--- src/rtl/inv_job_sched.sv ---
// inv_job_sched: job queue and launch/timeout sequencer for the image-inversion engine.
// Buffers {src, dst, len} jobs, fires one engine start per job, waits for done
// with a watchdog, and pulses irq when the last queued job retires.

module inv_job_sched #(
    parameter int QDEPTH  = 4,
    parameter int ADDR_W  = 32,
    parameter int LEN_W   = 16,
    parameter int TIMEOUT = 65535
) (
    input  logic                     clk,
    input  logic                     rst,
    input  logic                     run,
    input  logic                     cmd_valid,
    output logic                     cmd_ready,
    input  logic [ADDR_W-1:0]        cmd_src,
    input  logic [ADDR_W-1:0]        cmd_dst,
    input  logic [LEN_W-1:0]         cmd_len,
    output logic                     eng_start,
    output logic [ADDR_W-1:0]        eng_src,
    output logic [ADDR_W-1:0]        eng_dst,
    output logic [LEN_W-1:0]         eng_len,
    input  logic                     eng_done,
    output logic                     eng_abort,
    output logic                     busy,
    output logic [$clog2(QDEPTH):0]  q_level,
    output logic [15:0]              jobs_done,
    output logic                     err_timeout,
    input  logic                     err_clr,
    output logic                     irq
);

    localparam int PTR_W = $clog2(QDEPTH);
    localparam int CNT_W = PTR_W + 1;
    localparam int TMR_W = $clog2(TIMEOUT + 1);

    typedef enum logic [1:0] {IDLE, LAUNCH, WAIT, RETIRE} state_t;

    state_t state;
    state_t state_next;

    logic [ADDR_W-1:0] q_src [QDEPTH];
    logic [ADDR_W-1:0] q_dst [QDEPTH];
    logic [LEN_W-1:0]  q_len [QDEPTH];

    logic [PTR_W-1:0] wr_ptr;
    logic [PTR_W-1:0] rd_ptr;
    logic [CNT_W-1:0] count;
    logic [TMR_W-1:0] timer;
    logic             full;
    logic             push;
    logic             pop;
    logic             expire;
    logic             timeout_hit;
    logic [LEN_W-1:0] head_len;

    // The timer holds the WAIT cycles still allowed; the last allowed cycle is timer==1.
    assign full        = (count == CNT_W'(QDEPTH));
    assign push        = cmd_valid && !full;
    assign pop         = (state == IDLE) && run && (count != '0);
    assign head_len    = q_len[rd_ptr];
    assign expire      = (timer == TMR_W'(1));
    assign timeout_hit = (state == WAIT) && !eng_done && expire;

    // Queue storage; entries need no reset because the pointers define validity.
    always_ff @(posedge clk) begin
        if (push) begin
            q_src[wr_ptr] <= cmd_src;
            q_dst[wr_ptr] <= cmd_dst;
            q_len[wr_ptr] <= cmd_len;
        end
    end

    // Queue pointers and occupancy; a simultaneous push and pop leaves the count unchanged.
    always_ff @(posedge clk) begin
        if (rst) begin
            wr_ptr <= '0;
            rd_ptr <= '0;
            count  <= '0;
        end else begin
            if (push) wr_ptr <= wr_ptr + PTR_W'(1);
            if (pop)  rd_ptr <= rd_ptr + PTR_W'(1);
            count <= count + CNT_W'(push) - CNT_W'(pop);
        end
    end

    // State register.
    always_ff @(posedge clk) begin
        if (rst) state <= IDLE;
        else     state <= state_next;
    end

    // Next-state logic; zero-length jobs skip the engine and retire directly.
    always_comb begin
        state_next = state;
        case (state)
            IDLE:    if (pop) state_next = (head_len != '0) ? LAUNCH : RETIRE;
            LAUNCH:  state_next = WAIT;
            WAIT:    if (eng_done || expire) state_next = RETIRE;
            RETIRE:  state_next = IDLE;
            default: state_next = IDLE;
        endcase
    end

    // Job latches, watchdog, abort pulse, sticky error and retire counter.
    always_ff @(posedge clk) begin
        if (rst) begin
            eng_src     <= '0;
            eng_dst     <= '0;
            eng_len     <= '0;
            timer       <= '0;
            eng_abort   <= 1'b0;
            err_timeout <= 1'b0;
            jobs_done   <= '0;
        end else begin
            if (pop) begin
                eng_src <= q_src[rd_ptr];
                eng_dst <= q_dst[rd_ptr];
                eng_len <= head_len;
            end
            if (state == LAUNCH)
                timer <= TMR_W'(TIMEOUT);
            else if (state == WAIT && !eng_done)
                timer <= timer - TMR_W'(1);
            eng_abort <= timeout_hit;
            if (timeout_hit)
                err_timeout <= 1'b1;
            else if (err_clr)
                err_timeout <= 1'b0;
            if (state == RETIRE)
                jobs_done <= jobs_done + 16'd1;
        end
    end

    // Moore outputs from state and queue occupancy; irq also looks at a landing push.
    always_comb begin
        cmd_ready = !full;
        eng_start = (state == LAUNCH);
        busy      = (state != IDLE) || (count != '0);
        q_level   = count;
        irq       = (state == RETIRE) && (count == '0) && !push;
    end

endmodule

--- config.mk ---
export PLATFORM = sky130hd
export DESIGN_NAME = inv_job_sched
export DESIGN_NICKNAME = d
export VERILOG_FILES = /design/src/rtl/inv_job_sched.sv
export SDC_FILE = /design/constraint.sdc
export NUM_CORES = 1
export LEC_CHECK = 0
export BUFFER_PORTS_ARGS = -buffer_cell sky130_fd_sc_hd__buf_2
export CORE_ASPECT_RATIO = 0.75
export CORE_MARGIN = 5
export CORE_UTILIZATION = 30
export CTS_CLUSTER_DIAMETER = 50
export DETAILED_ROUTE_END_ITERATION = 8
export SLEW_MARGIN = 20
export SYNTH_ARGS = -nofsm -noshare
export SYNTH_HDL_FRONTEND = slang
export SYNTH_SLANG_ARGS = --single-unit
--- constraint.sdc ---
create_clock -name clk -period 2.8 [get_ports clk]
set_input_delay 0.28 -clock clk [delete_from_list [all_inputs] [get_ports clk]]
set_output_delay 0.28 -clock clk [all_outputs]
set_load 0.05 [all_outputs]
; Word-level counts from Yosys, hierarchy flattened
; Memories as Yosys holds them, arrays and structs flattened. A register that Yosys moved wholly into a read port is not among the register bits.
; Cells that the tools add are included.
[classes]
add_sub_neg = 6
eq_ne = 7
n_mux = 12
reduce_logical = 20
[ops]
columns = cell, n
row1 = 2-to-1 mux 16 bit, 2
row2 = "adder 16 x 1 -> 16 bit, second input constant", 1
row3 = "equality test 16 x 1 -> 1 bit, second input constant", 1
row4 = nonzero test 16 bit, 1
row5 = "subtractor 16 x 1 -> 16 bit, second input constant", 1
row6 = 2-to-1 mux 2 bit, 5
row7 = case mux 2 bit (4 select lines), 1
row8 = logical AND 1 bit, 7
row9 = nonzero test 2 bit, 3
row10 = "adder 2 x 1 -> 2 bit, second input constant", 2
row11 = "equality test 2 bit, second input constant", 2
row12 = 2-to-1 mux 1 bit, 4
row13 = adder 3 x 1 -> 3 bit, 1
row14 = "equality test 3 bit, second input constant", 1
row15 = zero test 1 bit, 3
row16 = zero test 3 bit, 1
row17 = nonzero test 3 bit, 1
row18 = subtractor 3 x 1 -> 3 bit, 1
row19 = "equality test 2 x 1 -> 1 bit, second input constant", 1
row20 = zero test 2 bit, 1
row21 = logical OR 1 bit, 2
row22 = "!= test 2 x 1 -> 1 bit, second input constant", 1
row23 = "!= test 2 bit, second input constant", 1
row24 = AND reduction 2 bit, 1
[totals]
ff_bits = 59
mem_bits_rw = 320
output_inout_bits = 105
wordCells = 57
memories = 3
[mem_list]
columns = name, words, width, read_ports, rd_ports_with_merged_regs, write_ports, line_no
row1 = q_dst, 4, 32, 1, 1, 1, 43  ; logic [ADDR_W-1:0] q_dst [QDEPTH];
row2 = q_src, 4, 32, 1, 1, 1, 42  ; logic [ADDR_W-1:0] q_src [QDEPTH];
row3 = q_len, 4, 16, 1, 1, 1, 44  ; logic [LEN_W-1:0] q_len [QDEPTH];

; Logic depth before layout (Yosys ltp)
; Gate-level depths: netlist of run 1.
[depth]
word_depth = 5
depth_mapped = 13
depth_no_buf = 12

; Least setup slack after synthesis of run 1
; OpenSTA, ideal clock, no wires.
[synth_path]
path_type = reg2reg
startpoint = register count[1], in the netlist q_level[1]
endpoint = memory q_dst[0][0] (enable)
setup_time_ns = 0.448
t_arrival_ns = 3.227
required_ns = 2.352
slack_ns = -0.874
stages_incl_launch_ff = 4
synth_period_minus_slack_ns = 3.674
path_cell_list = dfxtp_1 -> nor2_1 -> nand2_1 -> and3_1
[synth_via]
elab_chain_len = 5
[synth_rtl]
columns = item, line_no
row1 = "start, declared", 48  ; logic [CNT_W-1:0] count;
row2 = "start signal, assigned", 83  ; count <= count + CNT_W'(push) - CNT_W'(pop);
row3 = equality test 3 bit, 58  ; assign full = (count == CNT_W'(QDEPTH));
row4 = zero test 1 bit, -
row5 = via cmd_ready, 15  ; output logic cmd_ready,
row6 = logical AND 1 bit, 59  ; assign push = cmd_valid && !full;
row7 = 2-to-1 mux 1 bit, 67  ; if (push) begin
row8 = 2-to-1 mux 1 bit (implied by the code), 69  ; q_dst[wr_ptr] <= cmd_dst;
row9 = "end, declared", 43
; The timed path passes the listed nets, and every way through them passes these cells.

; Worst setup path in the final report of run 1
[layout_path]
startpoint = register state[1]
endpoint = output irq
[layout_via]
elab_chain_len = 3
[layout_rtl]
columns = item, line_no
row1 = "start, declared", 39  ; state_t state;
row2 = "start signal, assigned", 90  ; else state <= state_next;
row3 = equality test 2 bit, 141  ; irq = (state == RETIRE) && (count == '0) && !push;
row4 = logical AND 1 bit (2 in a row), 141
row5 = "end, declared", 30  ; output logic irq
; Every way passes these cells.

==> qor.csv, run 1 <==
stage,metric,value,unit
finish,Finished Layout Cells,2059,
cts,# H-tree levels,2,
routing,DR vias,9408,
global_routing,global-route usage over all layers,0.125,
global_routing,gr ovfl total,0,
hold_path,Hold WC Path Type,primary input to flip-flop,
logic_synthesis,cell taking the most area after synthesis,edfxtp_1,
flow_run,Max-cap violations,0,
logic_synthesis,Syn Area/Cell,16.3,um^2
global_routing,pin count of the biggest net entering global routing,81,
cts,Resize count post-CTS,0,
logic_synthesis,area of the mapped netlist,16400,um^2
sta,Final Hold Viols,0,
cts,Skew-Pair Late Insertion Delay,0.58,ns
worst_setup_path,Crit Path Max Fanout,8,
logic_synthesis,yosys synthesis warning count,0,
floorplanning,core box area,54300,um^2
sta,WHS,0.113,ns
power,net switching power,6.54,mW
cts,postcts setup bufs,0,
cts,Num CTS Buffers,49,
logic_synthesis,Area contributors post-synth,"edfxtp_1 (59%), dfxtp_1 (15%), mux4_2 (11%)",
finish,final net count,1397,
logic_synthesis,Post-Syn Nets,1107,
placement,Area after DPL,18300,um^2
logic_synthesis,Seq cells post-synth,445,
power,Clock power frac,0.318,
cts,Clock Sinks,445,
worst_setup_path,CP bufs+invs,1,
global_routing,antenna violations before repair,3,
sta,Final min period,2.34,ns
finish,layout cells sized above 1,0.286,
logic_synthesis,Synth cell types,38,
worst_setup_path,Worst setup EP type,output port,
run_status,status,"complete, no violations",
sta,fmax,0.427,GHz
worst_setup_path,crit-path cells,ha_1 -> nor3b_1 -> buf_2,
logic_synthesis,Synth Instances,1006,
routing,Post-Route WL,37600,um
routing,Iter 0 DRT Violations,655,
power,sequential power share,0.427,
logic_synthesis,most numerous cell in the Yosys netlist,edfxtp_1,
placement,pre-CTS WS,0.385,ns
worst_setup_path,CP max stage delay,0.43,ns
power,Pwr per Cell Area,969,nW/um^2
sta,clk_skew,0.00984,ns
global_routing,first-pass GRT wire length,58100,um
power,switching share of power,0.325,
worst_setup_path,startpoint types,flip-flop,
floorplanning,die height,212,um
sta,slack of the critical path,0.461,ns
sta,Setup-failing EPs final,0,
routing,1st-pass router iterations,5,
floorplanning,Starting Density,0.302,
floorplanning,die footprint,59400,um^2
sta,Fin Setup TNS,0,ns
floorplanning,IO Count,191,
logic_synthesis,sequential-to-total area share from yosys stat,0.740,
finish,Register Area,12100,um^2
cts,CTS tree,done,
cts,Clock transition at path regs,0.06,ns
worst_setup_path,Top delay family on crit path,adder cells,
finish,P&R area growth vs syn,26.8,%
cts,hold buffer count at cts,81,
logic_synthesis,"EDFF count, synth",320,
finish,Util after Layout,0.382,
routing,Antenna Violating Nets Remaining,0,
finish,fill count,5153,
finish,Multi-input gate area,4030,um^2
cts,Clock Path Buffers,3,
worst_setup_path,Critical Path RT,2.52,ns
power,Final Power,20.1,mW
cts,clock root buffer,clkbuf_16,
logic_synthesis,Synth Flop Type,edfxtp_1,
power,Internal,13.6,mW
logic_synthesis,top-area cell type share of the netlist area,0.587,
worst_setup_path,CP max-delay cell,ha_1,
sta,max-slew violations,0,
routing,routed length per instance,18.2,um
logic_synthesis,Post-synth top cells,"edfxtp_1 (320), nand2_1 (174), dfxtp_1 (125), a21oi_1 (98), mux4_2 (80)",
placement,RePlAce Congestion,0.739,
floorplanning,FP Rows,74,
routing,# DRC,0,
power,VDD IR-drop max,0.737,mV
placement,Port Buf Inserts,190,
placement,hpwl dp,21600,um
floorplanning,Die Wd,280,um
sta,RSZ-0062 raised after global routing,no,
routing,vias per cell,4.57,
worst_setup_path,kind of critical path,flip-flop to output port,
placement,Placed Cells,1886,
global_routing,number of global-route vias before repair,9894,
logic_synthesis,asr flop ratio synth,0,
worst_setup_path,WP data arrival,2.06,ns
power,combinational power share,0.255,
finish,Final Cell Area,20700,um^2
sta,max_slew headroom,0.513,
sta,final period utilization,0.835,
sta,worst slew pin tran,0.730,ns
power,Leakage Power,7.18,nW
[registers in the layout, summed over array words and instances (netlist names), named ones only]
signal and cells:
wr_ptr 2, q_len 64, q_dst 128, jobs_done 16, q_src 128, eng_abort 1
eng_dst 32, err_timeout 1, rd_ptr 2, timer 16, state 2, q_level 3
eng_len 16, eng_src 32
[cell type report]
| class | count | share of cell area |
|---|---|---|
| diodes | 1 | 0.000121 |
| multi-input cells | 497 | 0.194 |
| inverters | 13 | 0.00241 |
| repair buffers | 290 | 0.0974 |
| clock buffers | 61 | 0.0638 |
| flip-flops and latches | 445 | 0.584 |
| clock inverters | 30 | 0.0142 |
| well taps | 722 | 0.0436 |
[metal layers]
metal	GRT usage	routed length [um]	up-vias
li1	-	-	4377
met1	0.171	16900	4715
met2	0.201	17400	260
met3	0.0319	2590	52
met4	0.0334	663	4
met5	0	21	-
[power by group through the flow]
| stage | clock [mW] | sequential, mW | combinational, mW |
|---|---|---|---|
| floorplan | 0 | 9.59 | 2.68 |
| CTS | 6.60 | 8.60 | 5.25 |
| global route | 6.89 | 8.69 | 5.58 |
| detailed placement | 0 | 8.73 | 5.15 |
| global placement | 0 | 8.68 | 5.12 |
| finish | 6.40 | 8.58 | 5.12 |
[cells in the final DEF (no fill, tap or decap), types with 3 or more instances in the layout]
cell type and instances:
clkbuf_16 50, dfxtp_1 122, or3_1 3, clkbuf_1 8, xnor2_1 18, buf_2 189
ha_1 14, inv_6 4, clkinv_2 10, dlygate4sd3_1 81, xor2_1 15, inv_1 12
nor2_1 30, nor3_1 7, nand4_1 5, clkinvlp_4 3, inv_8 4, nand2_1 173
bufinv_16 3, clkinv_1 4, o21ai_0 4, nand2b_1 3, buf_4 11, edfxtp_1 320
mux4_2 80, nor4_1 8, and3_4 4, clkbuf_8 3, a21oi_1 98, buf_12 9
nand3_1 8, nor3b_1 3
[cell families (layout without fill, tap and decap cells)]
group / after synthesis / after routing / synth area share
muxes: 82 / 82 / 0.111
buffers and inverters: 64 / 394 / 0.0157
other: 0 / 1 / 0
adders and majority gates: 15 / 15 / 0.0119
DFF: 445 / 445 / 0.740
AOI/OAI and AO/OA: 106 / 106 / 0.0330
and+or+nand+nor: 261 / 261 / 0.0701
xor gates and xnor gates: 33 / 33 / 0.0177
[worst paths after layout]
path	startpoint	end	slack (ns)	depth (start not counted)
setup / recovery	state[1]	irq	0.46	3
hold / removal	eng_done	timer[0]	0.11	4
setup reg to reg	state[0]	eng_src[19]	0.50	8
hold reg to reg	eng_src[17]	eng_src[17]	0.45	2
[worst min-delay path: stages]
cell and delay, ns:
buf_2 0.11, nor2b_4 0.06, xnor2_1 0.13, a21oi_1 0.06
Note: power is estimated with default switching activity, not from simulation.
==> run 2, diff against run 1 <==
- ABC_AREA: default -> 1
- clock period: 2.8 -> 2 ns (I/O delays scaled with it)
==> qor.csv, run 2 <==
stage,metric,value,unit,change
power,net switching power,10.7,mW,+63%
logic_synthesis,top-area cell type share of the netlist area,0.568,,-0.0195
sta,Setup-failing EPs final,0,,unchanged
placement,pre-CTS WS,-0.0476,ns,-0.433 ns
hold_path,Hold WC Path Type,primary input to flip-flop,,
power,switching share of power,0.356,,+0.0311
logic_synthesis,"EDFF count, synth",320,,unchanged
floorplanning,Die Wd,284,um,+1.6%
sta,Final Hold Viols,0,,unchanged
finish,top flop regs,"q_dst (128), q_src (128), q_len (64)",,
finish,final net count,1849,,+32%
floorplanning,die footprint,61300,um^2,+3.3%
logic_synthesis,yosys synthesis warning count,0,,unchanged
global_routing,number of global-route vias before repair,11700,,+18%
sta,clk_skew,0.0163,ns,+0.00650 ns
sta,WHS,0.0892,ns,-0.0234 ns
worst_setup_path,Worst setup EP type,output port,,
finish,P&R area growth vs syn,26.9,%,about the same
sta,max_slew headroom,0.509,,-0.00453
placement,Area after DPL,18900,um^2,+3.4%
logic_synthesis,Synth cell types,35,,-7.9%
logic_synthesis,area of the mapped netlist,16900,um^2,+3.4%
placement,Placed Cells,2346,,+24%
global_routing,antenna violations before repair,6,,+3
floorplanning,die height,216,um,+1.6%
sta,RSZ-0062 raised after global routing,yes,,
global_routing,GRT met3 Usage,0.0385,,+0.00656
power,Internal,19.2,mW,+42%
floorplanning,FP Rows,75,,+1.4%
cts,postcts setup bufs,0,,unchanged
flow_run,Max-cap violations,0,,unchanged
routing,1st-pass router iterations,5,,unchanged
power,VDD IR-drop max,1.02,mV,+38%
power,Pwr per Cell Area,1390,nW/um^2,+44%
worst_setup_path,reg2reg end,q_level[1],,
logic_synthesis,Synth Instances,1477,,+47%
power,Leakage Power,8.11,nW,+13%
global_routing,gr ovfl total,0,,unchanged
logic_synthesis,Post-synth top cells,"edfxtp_1 (320), nor2_1 (303), o21ai_0 (226), nand2_1 (141), dfxtp_1 (125)",,
global_routing,first-pass GRT wire length,67500,um,+16%
routing,Antenna Violating Nets Remaining,0,,unchanged
cts,Skew-Pair Late Insertion Delay,0.57,ns,about the same
sta,Final min period,1.90,ns,
logic_synthesis,Post-Syn Nets,1578,,+43%
finish,fill count,5360,,+4.0%
sta,fmax,0.527,GHz,
floorplanning,core box area,55900,um^2,+3.1%
logic_synthesis,asr flop ratio synth,0,,unchanged
power,Clock power frac,0.303,,-0.015
floorplanning,Starting Density,0.303,,+0.00101
worst_setup_path,Critical R2R Launch,q_level[0],,
routing,# DRC,0,,unchanged
routing,DR vias,11700,,+25%
logic_synthesis,Synth Flop Type,edfxtp_1,,
placement,hpwl dp,23900,um,+11%
placement,RePlAce Congestion,0.768,,+3.9%
logic_synthesis,Area contributors post-synth,"edfxtp_1 (57%), dfxtp_1 (15%), nor2_1 (6.7%)",,
cts,CTS tree,done,,
floorplanning,IO Count,191,,unchanged
sta,worst slew pin tran,0.737,ns,+0.00679 ns
finish,layout cells sized above 1,0.189,,-0.0967
worst_setup_path,crit-path cells,buf_4 -> ha_2 -> buf_6 -> nand3_2 -> inv_1 -> buf_6,,
finish,"most common cell after layout, fill and taps aside",edfxtp_1,,
worst_setup_path,flop-to-flop setup slack,0.11,ns,-0.39 ns
logic_synthesis,cell taking the most area after synthesis,edfxtp_1,,
cts,clock root buffer,clkbuf_16,,
global_routing,global-route usage over all layers,0.139,,+0.0136
logic_synthesis,sequential-to-total area share from yosys stat,0.716,,-0.0245
worst_setup_path,"most used cell, CP",buf_6,,
cts,# H-tree levels,2,,unchanged
cts,Clock Sinks,445,,unchanged
cts,Clock transition at path regs,0.06,ns,about the same
placement,Port Buf Inserts,190,,unchanged
worst_setup_path,Worst Setup SP,state[0],,
worst_setup_path,Critical Path RT,1.80,ns,-0.72 ns
worst_setup_path,r2r worst-path depth,8,,unchanged
global_routing,grt met1 use,0.185,,+0.0143
routing,Iter 0 DRT Violations,820,,+25%
worst_setup_path,startpoint types,flip-flop,,
worst_setup_path,CP max-delay cell,dfxtp_1,,
logic_synthesis,Seq cells post-synth,445,,unchanged
routing,routed length per instance,17.2,um,-5.5%
worst_setup_path,CP Capture Point,irq,,
cts,Clock Path Buffers,3,,unchanged
routing,Post-Route WL,43500,um,+16%
power,combinational power share,0.291,,+0.036
global_routing,Most Crowded Layer GR,met2,,
sta,max-slew violations,0,,unchanged
cts,Num CTS Buffers,48,,-2.0%
sta,final period utilization,0.949,,
worst_setup_path,WP data arrival,1.70,ns,-0.36 ns
worst_setup_path,CP max stage delay,0.35,ns,-0.08 ns
sta,slack of the critical path,0.102,ns,-0.359 ns
routing,vias per cell,4.65,,+1.7%
global_routing,pin count of the biggest net entering global routing,95,,+17%
finish,Final Cell Area,21500,um^2,+3.5%
power,sequential power share,0.406,,-0.021
finish,most frequent cells in the layout,"edfxtp_1 (320), nor2_1 (296), o21ai_0 (225)",,
finish,Util after Layout,0.384,,+0.00166
global_routing,met2 usage,0.225,,+0.0240
worst_setup_path,kind of critical path,flip-flop to output port,,
run_status,status,"complete, no violations",,
finish,Finished Layout Cells,2521,,+22%
logic_synthesis,Syn Area/Cell,11.5,um^2,-30%
worst_setup_path,Crit Path Max Fanout,8,,unchanged
logic_synthesis,most numerous cell in the Yosys netlist,edfxtp_1,,
run 2: worst min-delay path by stage:
| stage | startpoint | end | slack [ns] | cells past startpoint |
|---|---|---|---|---|
| 6_report | cmd_valid | wr_ptr[1] | 0.09 | 4 |
| 5_1_grt | cmd_valid | wr_ptr[1] | 0.08 | 4 |
| 4_1_cts | rst | timer[15] | 0.07 | 3 |
| 3_5_place_dp | cmd_src[22] | q_src[1][22] | 0.41 | 1 |
| 3_3_place_gp | cmd_dst[21] | q_dst[2][21] | 0.41 | 1 |
| 2_1_floorplan | rst | eng_abort | 0.29 | 1 |
run 2: power by group through the flow:
stage               Combinational, mW  Sequential, mW  Clock, mW
floorplan                        4.08            14.1          0
global placement                 8.22            12.3          0
detailed placement               8.33            12.3          0
CTS                              8.75            12.1       9.33
global route                     9.59            12.3       9.73
finish                           8.69            12.1       9.06
run 2: layer usage:
layer | wire (um) | vias to the layer above | part of all wire
met1 | 19400 | 5580 | 0.45
met2 | 19900 | 341 | 0.46
li1 | - | 5728 | -
met4 | 807 | 4 | 0.019
met3 | 3350 | 64 | 0.077
met5 | 27 | - | 0.00062
run 2: kinds of logic after synthesis:
kind of cell,Yosys count,synth area share
flops,445,0.716
fa+ha+maj,15,0.0115
compound gates,343,0.108
xor+xnor,5,0.00259
simple gates,515,0.122
buf+inv,154,0.0400
run 2: through the flow:
stage	TNS [ns]	power, mW
floorplan	-125.32	18.2
global placement	-0.0302	20.5
detailed placement	-0.0916	20.6
CTS	0	30.2
global route	-0.00257	31.6
finish	0	29.9
run 2: layout make-up:
type / count / area, um^2 / share of cell area
antenna: 4 / 10.0 / 0.000466
clock buffer: 61 / 1310 / 0.0608
clock inverter: 27 / 315 / 0.0147
inverter: 68 / 258 / 0.0120
multi-input combinational: 878 / 4250 / 0.198
sequential: 445 / 12100 / 0.565
tap: 731 / 915 / 0.0426
timing repair buffer: 307 / 2290 / 0.107
run 2: repair_timing:
item	CTS	global route
endpoints found under the hold margin	322	0
endpoints found under the setup margin	4	8
hold buffers	82	0
gates resized for setup	8	11
pin swaps	0	4
cloned	1	0
run 2: worst max-delay path, delay by kind of cell (launching register included):
family / cells / cell delay [ns]
buffers and inverters: 4 / 0.50
AND/OR/NAND/NOR: 1 / 0.08
adder cells (fa/ha/maj): 1 / 0.20
flip-flops: 1 / 0.35
==> run 3, diff against run 2 <==
- ABC_AREA: 1 -> default
==> qor.csv, run 3 (synthesis gave the netlist of run 1 again) <==
stage,metric,value,unit,change
run_status,status,finished with violations,,
run_status,failing checks,negative setup slack,,
cts,Skew-Pair Late Insertion Delay,0.58,ns,about the same
routing,Iter 0 DRT Violations,549,,-33%
routing,routed length per instance,18.3,um,+5.9%
finish,"most common cell after layout, fill and taps aside",edfxtp_1,,
floorplanning,die height,212,um,-1.6%
sta,Final Hold Viols,0,,unchanged
power,VDD IR-drop max,0.803,mV,-21%
global_routing,number of global-route vias before repair,9959,,-15%
worst_setup_path,Worst setup EP type,flip-flop,,
floorplanning,die footprint,59400,um^2,-3.2%
sta,max_slew headroom,0.591,,+0.0818
worst_setup_path,Crit Path Max Fanout,2,,-6
sta,final period utilization,1.05,,+0.101
worst_setup_path,WP data arrival,2.52,ns,+0.82 ns
worst_setup_path,startpoint types,flip-flop,,
routing,Post-Route WL,38500,um,-12%
placement,Port Buf Inserts,190,,unchanged
routing,vias per cell,4.55,,-2.1%
sta,clk_skew,0.0211,ns,+0.00473 ns
floorplanning,Starting Density,0.302,,-0.00101
power,Final Power,29.5,mW,-1.5%
flow_run,Max-cap violations,0,,unchanged
floorplanning,FP Rows,74,,-1.3%
cts,Clock Sinks,445,,unchanged
placement,hpwl dp,24700,um,+3.0%
cts,Clock transition at path regs,0.06,ns,about the same
hold_path,hold path startpoint,rst,,
worst_setup_path,Critical R2R Launch,q_level[2],,
cts,CTS tree,done,,
worst_setup_path,Critical Path RT,2.42,ns,+0.62 ns
global_routing,gr ovfl total,0,,unchanged
finish,most frequent cells in the layout,"edfxtp_1 (320), buf_2 (188), nand2_1 (173)",,
routing,DR vias,9581,,-18%
finish,Final Cell Area,21500,um^2,+0.29%
cts,Num CTS Buffers,49,,+2.1%
power,Pwr per Cell Area,1370,nW/um^2,-1.7%
global_routing,pin count of the biggest net entering global routing,41,,-57%
floorplanning,core box area,54300,um^2,-3.0%
power,Leakage Power,7.54,nW,-7.1%
routing,# DRC,0,,unchanged
sta,slack of the critical path,-0.101,ns,-0.203 ns
cts,Clock Path Buffers,3,,unchanged
sta,RSZ-0062 raised after global routing,yes,,
global_routing,first-pass GRT wire length,58900,um,-13%
floorplanning,Die Wd,280,um,-1.6%
placement,Placed Cells,1927,,-18%
hold_path,Hold WC Path Type,primary input to flip-flop,,
sta,Final min period,2.10,ns,+0.203 ns
routing,Antenna Violating Nets Remaining,0,,unchanged
finish,P&R area growth vs syn,31.6,%,
routing,1st-pass router iterations,5,,unchanged
sta,worst slew pin tran,0.614,ns,-0.123 ns
placement,RePlAce Congestion,0.767,,-0.12%
cts,clock root buffer,clkbuf_16,,
worst_setup_path,kind of critical path,flip-flop to flip-flop,,
floorplanning,IO Count,191,,unchanged
placement,Area after DPL,18900,um^2,-0.32%
worst_setup_path,Worst Setup SP,q_level[2],,
sta,Setup-failing EPs final,6,,+6
finish,layout cells sized above 1,0.324,,+0.135
sta,max-slew violations,0,,unchanged
finish,Finished Layout Cells,2106,,-16%
cts,# H-tree levels,2,,unchanged
finish,final net count,1442,,-22%
global_routing,antenna violations before repair,3,,-3
finish,top flop regs,"q_dst (128), q_src (128), q_len (64)",,
global_routing,global-route usage over all layers,0.129,,-0.00991
sta,fmax,0.476,GHz,-9.6%
-- run 3: what timing repair did --
action | CTS | global route
resized for setup | 6 | 9
pin swaps | 4 | 1
buffers inserted | 3 | 1
endpoints found under the hold margin | 321 | 0
hold buffers | 81 | 0
setup endpoints to repair | 31 | 55
-- run 3: power by group --
part,internal (mW),switching [mW],total [mW]
Clock,5.77,3.76,9.53
Sequential,11.3,0.590,11.9
Combinational,3.03,4.98,8.01
-- run 3: path summary, 6_finish.rpt --
path / end / slack (ns) / cells after the start
setup / recovery: q_level[2] / -0.10 / 11
hold / removal: rd_ptr[0] / 0.12 / 2
setup reg to reg: q_level[2] / -0.10 / 11
hold reg to reg: eng_src[14] / 0.45 / 2
-- run 3: area by class of cell --
class | count | area [um^2]
Antenna cell | 2 | 5.00
Clock buffer | 58 | 1340
Clock inverter | 34 | 414
Fill cell | 5019 | 32700
Inverter | 13 | 53.8
Multi-Input combinational cell | 497 | 4110
Sequential cell | 445 | 12100
Tap cell | 722 | 903
Timing Repair Buffer | 335 | 2580
-- run 3: stage by stage --
stage          TNS [ns]  setup slack (ns)   util  hold WS [ns]
4_1_cts          -0.631            -0.124  0.396        0.0689
6_report         -0.141            -0.101  0.397         0.121
2_1_floorplan    -0.682            -0.317      -         0.299
5_1_grt           -5.27            -0.184  0.397         0.104
3_3_place_gp     -0.195            -0.148  0.348         0.412
3_5_place_dp      -1.24            -0.160  0.348         0.414
-- run 3: worst max-delay path, cell delays in order (launching register included) --
cell	delay (ns)
dfxtp_4	0.34
or3_4	0.41
nand3_4	0.09
clkinv_4	0.06
ha_4	0.20
inv_2	0.06
ha_4	0.11
inv_2	0.03
fa_2	0.32
xor2_1	0.16
xnor2_1	0.13
nor2_1	0.05
-- run 3: per-layer routing --
layer  GRT usage  wire length [um]  share of wire  vias to the layer above
met4      0.0338               672          0.017                        4
li1            -                 -              -                     4466
met5           0                14        0.00036                        -
met2       0.206             17900           0.46                      229
met1       0.176             17400           0.45                     4824
met3      0.0340              2510          0.065                       58
